File: config.mk
export PLATFORM = sky130hd
export DESIGN_NAME = rr_arbiter_8
export DESIGN_NICKNAME = d
export VERILOG_FILES = /design/src/rtl/rr_arbiter_8_pkg.sv /design/src/rtl/rr_prio_pick_8.sv /design/src/rtl/rr_arbiter_8.sv
export SDC_FILE = /design/constraint.sdc
export NUM_CORES = 1
export LEC_CHECK = 0
export CORE_UTILIZATION = 64
export DETAILED_ROUTE_END_ITERATION = 10
export DONT_BUFFER_PORTS = 1
export HOLD_SLACK_MARGIN = 0.1
export PLACE_DENSITY = 0.91
export SYNTH_ARGS = -nofsm -noshare
export SYNTH_HDL_FRONTEND = slang
export SYNTH_SLANG_ARGS = --single-unit
File: constraint.sdc
create_clock -name clk -period 5.1 [get_ports clk]
set_clock_uncertainty 0.15 [all_clocks]
set_input_delay 0.765 -clock clk [delete_from_list [all_inputs] [get_ports clk]]
set_output_delay 0.765 -clock clk [all_outputs]
set_load 0.01 [all_outputs]
File: src/rtl/rr_arbiter_8_pkg.sv
// Shared constants and types for the 8-way round-robin arbiter.
// Latency: n/a (declarations only).
// Backpressure: n/a (declarations only).
package rr_arbiter_8_pkg;

    localparam int N            = 8;  // requesters
    localparam int IDW          = 3;  // grant index width, log2(N)
    localparam int MAX_HOLD_DEF = 4;  // default hold limit, 0 = unlimited

    typedef enum logic {
        ST_IDLE  = 1'b0,
        ST_GRANT = 1'b1
    } state_t;

    // Binary index to one-hot grant vector.
    function automatic logic [N-1:0] id_to_onehot(input logic [IDW-1:0] id);
        return N'(1) << id;
    endfunction

endpackage

File: src/rtl/rr_prio_pick_8.sv
// Rotating priority picker: first set req bit at or after start, wrapping 7->0.
// Latency: purely combinational.
// Backpressure: none; evaluates every cycle.
//
// Ports:
//   req   [7:0] candidate request vector
//   start [2:0] index with highest priority
//   found       any candidate present
//   idx   [2:0] index of the winning candidate (0 when none found)
module rr_prio_pick_8
    import rr_arbiter_8_pkg::*;
(
    input  logic [N-1:0]   req,
    input  logic [IDW-1:0] start,
    output logic           found,
    output logic [IDW-1:0] idx
);

    logic [N-1:0]   rot;
    logic [IDW-1:0] enc;

    // Rotate so that bit 'start' lands on position 0; the 3-bit index sum
    // wraps naturally modulo 8.
    always_comb begin
        rot = '0;
        for (int i = 0; i < N; i++) begin
            rot[i] = req[IDW'(i) + start];
        end
    end

    // Fixed-priority encode, lowest position wins.
    always_comb begin
        enc = '0;
        for (int i = N - 1; i >= 0; i--) begin
            if (rot[i]) begin
                enc = IDW'(i);
            end
        end
    end

    assign found = |rot;
    // Undo the rotation; only meaningful when found is high.
    assign idx   = found ? enc + start : '0;

endmodule

File: src/rtl/rr_arbiter_8.sv
// Round-robin arbiter for 8 requesters with a bounded grant hold time.
// Latency: 1 clock from req sampled to registered gnt/gnt_id/gnt_valid.
// Backpressure: en low blocks new grants and preemption; the current owner keeps its grant until it drops req.
//
// Ports:
//   clk        system clock, rising edge
//   rst_n      asynchronous active-low reset
//   en         arbitration enable
//   req  [7:0] request vector, bit i = requester i
//   gnt  [7:0] registered one-hot grant, zero when idle
//   gnt_id[2:0] binary index of the granted bit, zero when idle
//   gnt_valid  high while a grant is active
//
// N and IDW come from the package; only the hold limit is tunable here.
module rr_arbiter_8
    import rr_arbiter_8_pkg::*;
#(
    parameter int MAX_HOLD = MAX_HOLD_DEF
) (
    input  logic           clk,
    input  logic           rst_n,
    input  logic           en,
    input  logic [N-1:0]   req,
    output logic [N-1:0]   gnt,
    output logic [IDW-1:0] gnt_id,
    output logic           gnt_valid
);

    // The hold counter only has to reach MAX_HOLD-1.
    localparam int HCW = (MAX_HOLD > 2) ? $clog2(MAX_HOLD) : 1;
    localparam logic [HCW-1:0] HOLD_LAST = (MAX_HOLD > 0) ? HCW'(MAX_HOLD - 1) : '0;

    state_t         state;
    logic [IDW-1:0] ptr;
    logic [HCW-1:0] hold_cnt;

    logic [N-1:0]   cand;
    logic [IDW-1:0] pick_start;
    logic [IDW-1:0] win;
    logic           found;
    logic           owner_req;
    logic           hold_up;

    // Masking out the owner serves both the release case (its req is already
    // zero) and the preempt case (the owner must never win its own rotation).
    assign cand       = req & ~gnt;
    // While granting, the search starts just past the owner; when idle it
    // starts from the pointer left by the last release/preempt.
    assign pick_start = (state == ST_GRANT) ? gnt_id + IDW'(1) : ptr;
    assign owner_req  = |(req & gnt);
    assign hold_up    = (MAX_HOLD != 0) && (hold_cnt == HOLD_LAST);

    rr_prio_pick_8 u_pick (
        .req   (cand),
        .start (pick_start),
        .found (found),
        .idx   (win)
    );

    always_ff @(posedge clk or negedge rst_n) begin
        if (!rst_n) begin
            state     <= ST_IDLE;
            ptr       <= '0;
            hold_cnt  <= '0;
            gnt       <= '0;
            gnt_id    <= '0;
            gnt_valid <= 1'b0;
        end else begin
            case (state)
                ST_IDLE: begin
                    if (en && found) begin
                        gnt       <= id_to_onehot(win);
                        gnt_id    <= win;
                        gnt_valid <= 1'b1;
                        hold_cnt  <= '0;
                        state     <= ST_GRANT;
                    end
                end

                ST_GRANT: begin
                    if (!owner_req) begin
                        // Release: move priority past the old owner and hand
                        // over without a bubble if anyone else is waiting.
                        ptr      <= gnt_id + IDW'(1);
                        hold_cnt <= '0;
                        if (en && found) begin
                            gnt    <= id_to_onehot(win);
                            gnt_id <= win;
                        end else begin
                            gnt       <= '0;
                            gnt_id    <= '0;
                            gnt_valid <= 1'b0;
                            state     <= ST_IDLE;
                        end
                    end else if (hold_up && en && found) begin
                        // Preempt: owner used its full hold budget and
                        // someone else is waiting.
                        ptr      <= gnt_id + IDW'(1);
                        hold_cnt <= '0;
                        gnt      <= id_to_onehot(win);
                        gnt_id   <= win;
                    end else if (hold_cnt != HOLD_LAST) begin
                        // Saturate so a sole requester never wraps the count.
                        hold_cnt <= hold_cnt + HCW'(1);
                    end
                end

                default: begin
                    state <= ST_IDLE;
                end
            endcase
        end
    end

endmodule

# Word-level counts from Yosys, hierarchy flattened
# Index checks and enable logic that the tools add are counted.
[totals] register_bits=18 inputBits=11 output_inout_bits=12 wordCells=96
[op_classes] n_addsub=10 magnitude_cmp=8 n_eq_ne=8 n_shift=1 mux=50 n_bitwise=4 n_reduce_logical=9
[op_table] cell="$mux 3" count=16
[op_table] cell="$lt 3x4->1 const B" count=8
[op_table] cell="$mux 8" count=4
[op_table] cell="$bmux 1 s3" count=8
[op_table] cell="$and 8x8->8" count=2
[op_table] cell="$pmux 8 s2" count=1
[op_table] cell="$reduce_or 8->1" count=2
[op_table] cell="$mux 1" count=13
[op_table] cell="$add 3x3->3 const A" count=4
[op_table] cell="$mux 2" count=4
[op_table] cell="$ne 2x2->1 const B" count=4
[op_table] cell="$not 8->8" count=1
[op_table] cell="$shl 1x3->8 const A" count=1
[op_table] cell="$add 2x3->3 const A" count=2
[op_table] cell="$pmux 3 s2" count=1
[op_table] cell="$reduce_and 2->1" count=3
[op_table] cell="$ne 4x2->1 const B" count=1
[op_table] cell="$pmux 1 s2" count=2
[op_table] cell="$pmux 2 s2" count=1
[op_table] cell="$add 1x3->3 const A" count=1
[op_table] cell="$add 3x1->3 const B" count=1
[op_table] cell="$add 3x3->3" count=1
[op_table] cell="$logic_and 1x1->1" count=3
[op_table] cell="$ne 3x2->1 const B" count=1
[op_table] cell="other kinds (5)" count=5

# Longest topological paths before layout
# Gate-level depths: netlist of run 1.
[depth] word_depth=19 mapped_depth=18

# By module
# From an unflattened synthesis of run 1, not the netlist that was laid out.
[unflattened] hier_cells=179 hier_area_um2=1801.7
[by_module_without_submodules] mod="rr_arbiter_8" instances=1 cells_per_inst=110 area_per_inst_um2=1053.5
[by_module_without_submodules] mod="rr_prio_pick_8" instances=1 cells_per_inst=69 area_per_inst_um2=748.2

# Worst setup path after synthesis of run 1
# Ideal clock, no wire load.
[synth_path] path_type="flip-flop to flip-flop" start="reg gnt_id[0]" end="reg gnt[2]" setup_ns=0.096 arrival_time_ns=4.258 t_required_ns=4.854 slack_ns=0.597 path_stages_with_launch=17 cell_sequence="dfrtp_1 -> ha_1 -> mux2i_4 -> inv_6 -> ha_1 -> mux4_2 -> mux2i_1 -> o21bai_1 -> a221oi_1 -> ha_1 -> inv_1 -> fa_1 -> nand2_1 -> nor4_2 -> a2111oi_4 -> o2111ai_2 -> o31ai_1"
[synth_between] elab_chain_len=19
[synth_rtl] element="start: declaration" line_no="rr_arbiter_8.sv:25" source="output logic [IDW-1:0] gnt_id,"
[synth_rtl] element="start signal: assignment" line_no="rr_arbiter_8.sv:73" source="gnt_id <= win;"
[synth_rtl] element="start signal: assignment" line_no="rr_arbiter_8.sv:88" source="gnt_id <= win;"
[synth_rtl] element="start signal: assignment" line_no="rr_arbiter_8.sv:101" source="gnt_id <= win;"
[synth_rtl] element="$add 3x1->3 (*)" line_no="rr_arbiter_8.sv:49" source="assign pick_start = (state == ST_GRANT) ? gnt_id + IDW'(1) : ptr;"
[synth_rtl] element="$mux 3 (*)" line_no="rr_arbiter_8.sv:49"
[synth_rtl] element="$add 3x3->3" line_no="rr_prio_pick_8.sv:27" source="rot[i] = req[IDW'(i) + start];"
[synth_rtl] element="$bmux 1 s3" line_no="rr_prio_pick_8.sv:27"
[synth_rtl] element="$mux 1 (not written as such)" line_no="rr_prio_pick_8.sv:27"
[synth_rtl] element="$mux 3 (8 in a row)" line_no="rr_prio_pick_8.sv:35" source="if (rot[i]) begin"
[synth_rtl] element="$add 3x3->3" line_no="rr_prio_pick_8.sv:43" source="assign idx = found ? enc + start : '0;"
[synth_rtl] element="$mux 3" line_no="rr_prio_pick_8.sv:43"
[synth_rtl] element="$shl 1x3->8" line_no="rr_arbiter_8_pkg.sv:17" source="return N'(1) << id;"
[synth_rtl] element="$mux 8 (on tied branches)" line_no="rr_arbiter_8.sv:86, rr_arbiter_8.sv:95"
[synth_rtl] element="$mux 8" line_no="rr_arbiter_8.sv:81" source="if (!owner_req) begin"
[synth_rtl] element="$pmux 8 s2" line_no="rr_arbiter_8.sv:69" source="case (state)"
[synth_rtl] element="end signal: assignment" line_no="rr_arbiter_8.sv:72" source="gnt <= id_to_onehot(win);"
[synth_rtl] element="end signal: assignment" line_no="rr_arbiter_8.sv:87" source="gnt <= id_to_onehot(win);"
[synth_rtl] element="end signal: assignment" line_no="rr_arbiter_8.sv:100" source="gnt <= id_to_onehot(win);"
[synth_rtl] element="end: declaration" line_no="rr_arbiter_8.sv:24" source="output logic [N-1:0] gnt,"
# Mark *: on every way between the ends. The rest lies on a longest branch, timed or not. The select of a mux whose other input is x is not followed.
# A chain may end at the register's enable or synchronous reset.

# Worst setup path in the final report of run 1
[layout_path] start="reg gnt_id[0]" end="reg gnt[5]"
# The elaborated chain is that of the path after synthesis.

==> run_results.csv, run 1 <==
group,metric,value,unit
status,outcome,"complete, no violations",
synthesis,synth.most_common_cell,"dfrtp_1",
routing,wire_per_inst,20.16,um
grt,grt_max_degree,19,
routing,vias,1579,
floorplanning,start_util,0.6774,
min_path,hold_depth,1,
synthesis,postSynthNetCount,201,
synthesis,synth-adder-area-share,0.03751,
timing,setup_tns,0,ns
cts,clk_pin_slew,0.11,ns
place,place.gp.congestion,1.013,
cts,cts.sinks,18,
synthesis,synth_xor_area_frac,0.02679,
synthesis,synthArstFlopShare,1.000,
synthesis,synth.area.top_cells,"dfrtp_1 24%, mux2i_1 8.0%, nand2b_1 4.4%",
floorplanning,rows,19,
worst_setup_path,r2r-end,"gnt[5]$_DFFE_PN0P_",
min_path,min_from,"hold_cnt[0]$_DFFE_PN0P_",
synthesis,synthFlopType,"dfrtp_1",
synthesis,ys_top_cells_by_count,"18 x dfrtp_1, 15 x mux2i_1, 13 x nand2_1, 13 x nand2b_1, 11 x nor2_1",
synthesis,yosys.area_share.simple,0.2036,
finish,diodes,0,
synthesis,synth_compound_area_frac,0.2103,
worst_setup_path,rr_worst_depth,18,
cts,post_cts_buffers,0,
timing,hold_viol_final,0,
worst_setup_path,ff2ff_setup_slack,0.30,ns
grt,antenna_found_initial,0,
synthesis,synth_top_family_by_area,"multiplexers",
synthesis,synth_edf_count,0,
cts,cts_tree,"built",
routing,wl,4.414,mm
floorplanning,pin_count,23,
floorplanning,core_area,0.002758,mm2
worst_setup_path,arrival,4.89,ns
routing,antenna_left,0,
cts,clkLatencyLatePin,0.31,ns
finish,drive_gt1_frac,0.2553,
timing,final-setup-viol-count,0,
synthesis,muxShareOfSynthArea,0.2485,
min_path,whs_endpoint,"hold_cnt[0]$_DFFE_PN0P_",
min_path,hp-class,"reg2reg",
timing,tightestPinTransition,0.8208,ns
grt,grt_pass1_vias,1627,
worst_setup_path,crit_fanout,9,
synthesis,synth-seq-cells,18,
worst_setup_path,startpoint_type,"flop",
grt,gr-total-overflow,0,
synthesis,syn_area_per_cell,10.10,um2
routing,vias_per_cell,7.210,
place,port_buffers,0,
floorplanning,die-area,0.003139,mm2
synthesis,netlist_area,0.001868,mm2
timing,maxSlewHeadroom,0.4510,
synthesis,ys_types,64,
worst_setup_path,r2r-start,"gnt_id[0]$_DFFE_PN0P_",
finish,nets,205,
timing,report.final.slew_viol_count,0,
routing,drc,0,
synthesis,ys_warn_count,0,
worst_setup_path,cp-end-kind,"flop",
synthesis,yosysSeqAreaShare,0.2411,
synthesis,yosys.area.top_type,"dfrtp_1",
timing,period_minus_slack,4.796,ns
routing,dr.pass1.iters,4,
cts,clk_path_buf_depth,2,
synthesis,synth_cells,185,
synthesis,synth.top_cell.area_share,0.2411,
routing,drt_iter0_markers,107,
place,dp.final_hpwl,3.365,mm
timing,fmax,208.5,MHz
finish,areaGrowthSynthToFinish,4.621,%
cts,cts_inserted_buffers,3,
grt,groute.usage.overall,0.2986,
floorplanning,die_x,56.03,um
worst_setup_path,required,5.20,ns
cts,cts_root_buf,"clkbuf_4",
timing,period_share,0.9403,
worst_setup_path,path_class,"reg2reg",
cts,cts.htree.levels,1,
grt,grt_pass1_wl,7.383,mm
floorplanning,die_height,56.03,um
flow_run,maxCapViolations,0,
cell type report:
class / instances / area, um2
fillers: 193 / 803.3
inverters: 8 / 35.03
flip-flops and latches: 18 / 451.7
repair buffers: 3 / 25.02
multi-input cells: 155 / 1368
clock buffers: 4 / 36.28
well taps: 31 / 38.79
per-layer routing:
| metal | wire, um | global-route usage | up-vias |
|---|---|---|---|
| li1 | - | - | 724 |
| met5 | 0 | 0 | - |
| met2 | 2175 | 0.4983 | 87 |
| met3 | 357 | 0.06977 | 17 |
| met4 | 122 | 0.1429 | 0 |
| met1 | 1759 | 0.3625 | 751 |
worst max path at each step:
stage                                from                 end  cells after the start
floorplan           gnt_id[0]$_DFFE_PN0P_  gnt[2]$_DFFE_PN0P_                     16
global placement    gnt_id[0]$_DFFE_PN0P_  gnt[6]$_DFFE_PN0P_                     16
detailed placement  gnt_id[0]$_DFFE_PN0P_  gnt[4]$_DFFE_PN0P_                     17
CTS                 gnt_id[0]$_DFFE_PN0P_  gnt[3]$_DFFE_PN0P_                     17
global route        gnt_id[0]$_DFFE_PN0P_  gnt[5]$_DFFE_PN0P_                     18
finish              gnt_id[0]$_DFFE_PN0P_  gnt[5]$_DFFE_PN0P_                     18
cell usage in the layout (no fill, tap or decap), types with 4 or more instances in the layout:
cell,synthesis,routed
a21oi_1,6,6
ha_1,4,4
nand2b_1,13,13
a22oi_1,5,5
mux2_2,6,6
dfrtp_1,18,17
nand3_1,4,4
nor4_1,5,5
nor2_1,11,11
mux2i_1,15,13
a32o_1,4,4
nand2_1,13,13
nor3_1,4,4
inv_1,7,7
sequential cells by signal (all words and copies together), names as in the netlist:
signal	flops
gnt	8
hold_cnt	2
ptr	3
gnt_id	3
state	1
gnt_valid	1
per-stage QoR:
stage | utilization | area (um2) | hold WS [ns] | cells | worst slack, ns
3_5_place_dp | 0.6878 | 1897 | 0.3196 | 214 | 0.2526
5_1_grt | 0.7087 | 1954 | 0.3799 | 219 | -0.004019
3_3_place_gp | 0.6878 | 1897 | 0.3197 | 214 | 0.4903
4_1_cts | 0.7046 | 1943 | 0.3609 | 219 | 0.2043
6_report | 0.7087 | 1954 | 0.3705 | 219 | 0.3045
2_1_floorplan | - | 1868 | 0.3194 | 185 | 0.5965
critical path: stages (launching register included):
cell,delay (ns)
dfrtp_1,0.46
ha_1,0.36
mux2i_4,0.22
buf_4,0.26
mux2_2,0.37
mux2_4,0.29
mux2i_4,0.28
a21oi_1,0.09
o221a_2,0.27
o21bai_1,0.12
a221oi_1,0.10
ha_1,0.22
inv_1,0.06
fa_2,0.26
nand2b_1,0.18
nor4_1,0.08
a2111oi_2,0.50
and2_4,0.26
a32o_1,0.16
logic make-up after synthesis:
logic type / count (synthesis)
AO/OA/AOI/OAI: 44
XOR/XNOR: 4
multiplexers: 33
adder cells (fa/ha/maj): 5
buffers and inverters: 12
AND/OR/NAND/NOR: 69
flip-flops: 18
repair_timing:
| action | in CTS | in global routing |
|---|---|---|
| setup endpoints to repair | 0 | 9 |
| gates resized for setup | 0 | 4 |
| endpoints found under the hold margin | 18 | 0 |
| hold buffers | 1 | 0 |
Power of run 1 is left out: the tool's default activity adds up to more than one toggle a clock period on the data nets, which glitch-free logic cannot reach.
==> inputs of run 2 (changes only) <==
RECOVER_POWER = 100   (was default)
==> run_results.csv, run 2 (synthesis gave the netlist of run 1 again) <==
group,metric,value,unit
timing,maxSlewHeadroom,0.4176,
place,place.gp.congestion,1.013,
worst_setup_path,ff2ff_setup_slack,0.31,ns
finish,layout_commonest_cell,"dfrtp_1",
floorplanning,start_util,0.6774,
timing,hold_viol_final,0,
flow_run,maxCapViolations,0,
cts,cts_tree,"built",
finish,fin_util,0.7024,
timing,holdWs,0.3683,ns
routing,drt_iter0_markers,126,
worst_setup_path,slowest_stage,"a2111oi_2",
worst_setup_path,required,5.19,ns
timing,tightestPinTransition,0.8735,ns
timing,fmax,208.6,MHz
floorplanning,core_area,0.002758,mm2
floorplanning,die_height,56.03,um
routing,antenna_left,0,
grt,grt_pass1_vias,1627,
finish,diodes,0,
min_path,min_from,"hold_cnt[0]$_DFFE_PN0P_",
grt,met2_usage,0.4983,
floorplanning,pin_count,23,
floorplanning,rows,19,
timing,period_minus_slack,4.794,ns
worst_setup_path,cp-end-kind,"flop",
timing,report.final.slew_viol_count,0,
grt,grt_max_degree,19,
min_path,hold_depth,1,
grt,met1_usage,0.3625,
routing,wire_per_inst,20.16,um
finish,fill_cells,198,
finish,stdcell_area,0.001937,mm2
cts,cts_inserted_buffers,3,
worst_setup_path,rr_worst_depth,18,
grt,grt_pass1_wl,7.383,mm
cts,cts.sinks,18,
worst_setup_path,slowest_delay,0.49,ns
status,outcome,"complete, no violations",
routing,dr.pass1.iters,4,
worst_setup_path,startpoint_type,"flop",
worst_setup_path,cp_cell_sequence,"ha_1 > mux2i_4 > buf_4 > mux2_2 > mux2_4 > mux2i_4 > a21oi_1 > o221a_2 > o21bai_1 > a221oi_1 > ha_1 > inv_1 > fa_2 > nand2b_1 > nor4_1 > a2111oi_2 > and2_4 > a32o_1",
worst_setup_path,crit_start,"gnt_id[0]$_DFFE_PN0P_",
finish,drive_gt1_frac,0.2447,
place,dp.final_hpwl,3.365,mm
timing,final-setup-viol-count,0,
routing,vias_per_cell,7.247,
cts,clk_pin_slew,0.10,ns
finish,largest_reg_flops,8,
min_path,whs_endpoint,"hold_cnt[0]$_DFFE_PN0P_",
cts,clk_path_buf_depth,2,
place,placed_area,0.001897,mm2
timing,period_share,0.9400,
grt,groute.usage.overall,0.2986,
worst_setup_path,path_class,"reg2reg",
worst_setup_path,arrival,4.89,ns
routing,drc,0,
cts,post_cts_buffers,0,
place,port_buffers,0,
floorplanning,die-area,0.003139,mm2
min_path,hp-class,"reg2reg",
routing,vias,1587,
grt,globalRouteMet3Util,0.06977,
floorplanning,die_x,56.03,um
finish,top_regs,"gnt: 8 flops, gnt_id: 3 flops, ptr: 3 flops",
grt,grt.busiest_layer,"met2",
worst_setup_path,r2r-end,"gnt[4]$_DFFE_PN0P_",
cts,clkLatencyLatePin,0.31,ns
finish,areaGrowthSynthToFinish,3.684,%
cts,cts.htree.levels,1,
worst_setup_path,r2r-start,"gnt_id[0]$_DFFE_PN0P_",
grt,gr-total-overflow,0,
finish,final_cell_mix,"17 x dfrtp_1, 13 x nand2b_1, 13 x mux2i_1, 13 x nand2_1, 11 x nor2_1",
finish,nets,205,
finish,top_register,"gnt",
worst_setup_path,crit_fanout,9,
grt,antenna_found_initial,0,
cts,cts_root_buf,"clkbuf_4",
routing,wl,4.416,mm
==> run 2: cell count changes in the layout (fill, tap and decap cells not counted) <==
cell	previous run	this run
and2_0	0	1
a21oi_2	1	0
o31ai_1	2	3
o31ai_4	1	0
a21oi_1	6	7
and2_1	3	2
==> run 2: what timing repair did <==
item,CTS,global route
endpoints found under the setup margin,0,9
resized for setup,0,4
hold endpoints to repair,18,0
hold buffers,1,0
==> run 2: worst max path at each step <==
| stage | end | slack, ns | cells after the start |
|---|---|---|---|
| 2_1_floorplan | gnt[2]$_DFFE_PN0P_ | 0.60 | 16 |
| 3_3_place_gp | gnt[6]$_DFFE_PN0P_ | 0.49 | 16 |
| 3_5_place_dp | gnt[4]$_DFFE_PN0P_ | 0.25 | 17 |
| 4_1_cts | gnt[3]$_DFFE_PN0P_ | 0.20 | 17 |
| 5_1_grt | gnt[5]$_DFFE_PN0P_ | -0.006 | 18 |
| 6_report | gnt[4]$_DFFE_PN0P_ | 0.31 | 18 |
==> run 2: cell type report <==
cell class / count / area (um2) / area share
clock buffer: 4 / 36.28 / 0.01873
inverter: 8 / 35.03 / 0.01809
multi-input combinational: 155 / 1350 / 0.6970
sequential: 18 / 451.7 / 0.2332
tap: 31 / 38.79 / 0.02003
timing repair buffer: 3 / 25.02 / 0.01292
==> run 2: critical path: cells and delay by family, from the launching register on <==
kind | cells | cell delay [ns]
buffers and inverters | 2 | 0.32
multiplexers | 4 | 1.16
AO/OA/AOI/OAI | 6 | 1.24
flip-flops | 1 | 0.46
AND/OR/NAND/NOR | 3 | 0.53
adder cells (fa/ha/maj) | 3 | 0.85
==> run 2: per-stage QoR <==
| step | std cells | setup WS, ns | TNS (ns) |
|---|---|---|---|
| floorplan | 185 | 0.5965 | 0 |
| global placement | 214 | 0.4903 | 0 |
| finish | 219 | 0.3062 | 0 |
| detailed placement | 214 | 0.2526 | 0 |
| global route | 219 | -0.006293 | -0.006293 |
| CTS | 219 | 0.2043 | 0 |
==> run 2: per-layer routing <==
| layer | routed length, um | vias up |
|---|---|---|
| met4 | 94 | 0 |
| met3 | 385 | 11 |
| met5 | 0 | - |
| met1 | 1711 | 768 |
| met2 | 2225 | 88 |
| li1 | - | 720 |
Power of run 2 is left out for the same reason.
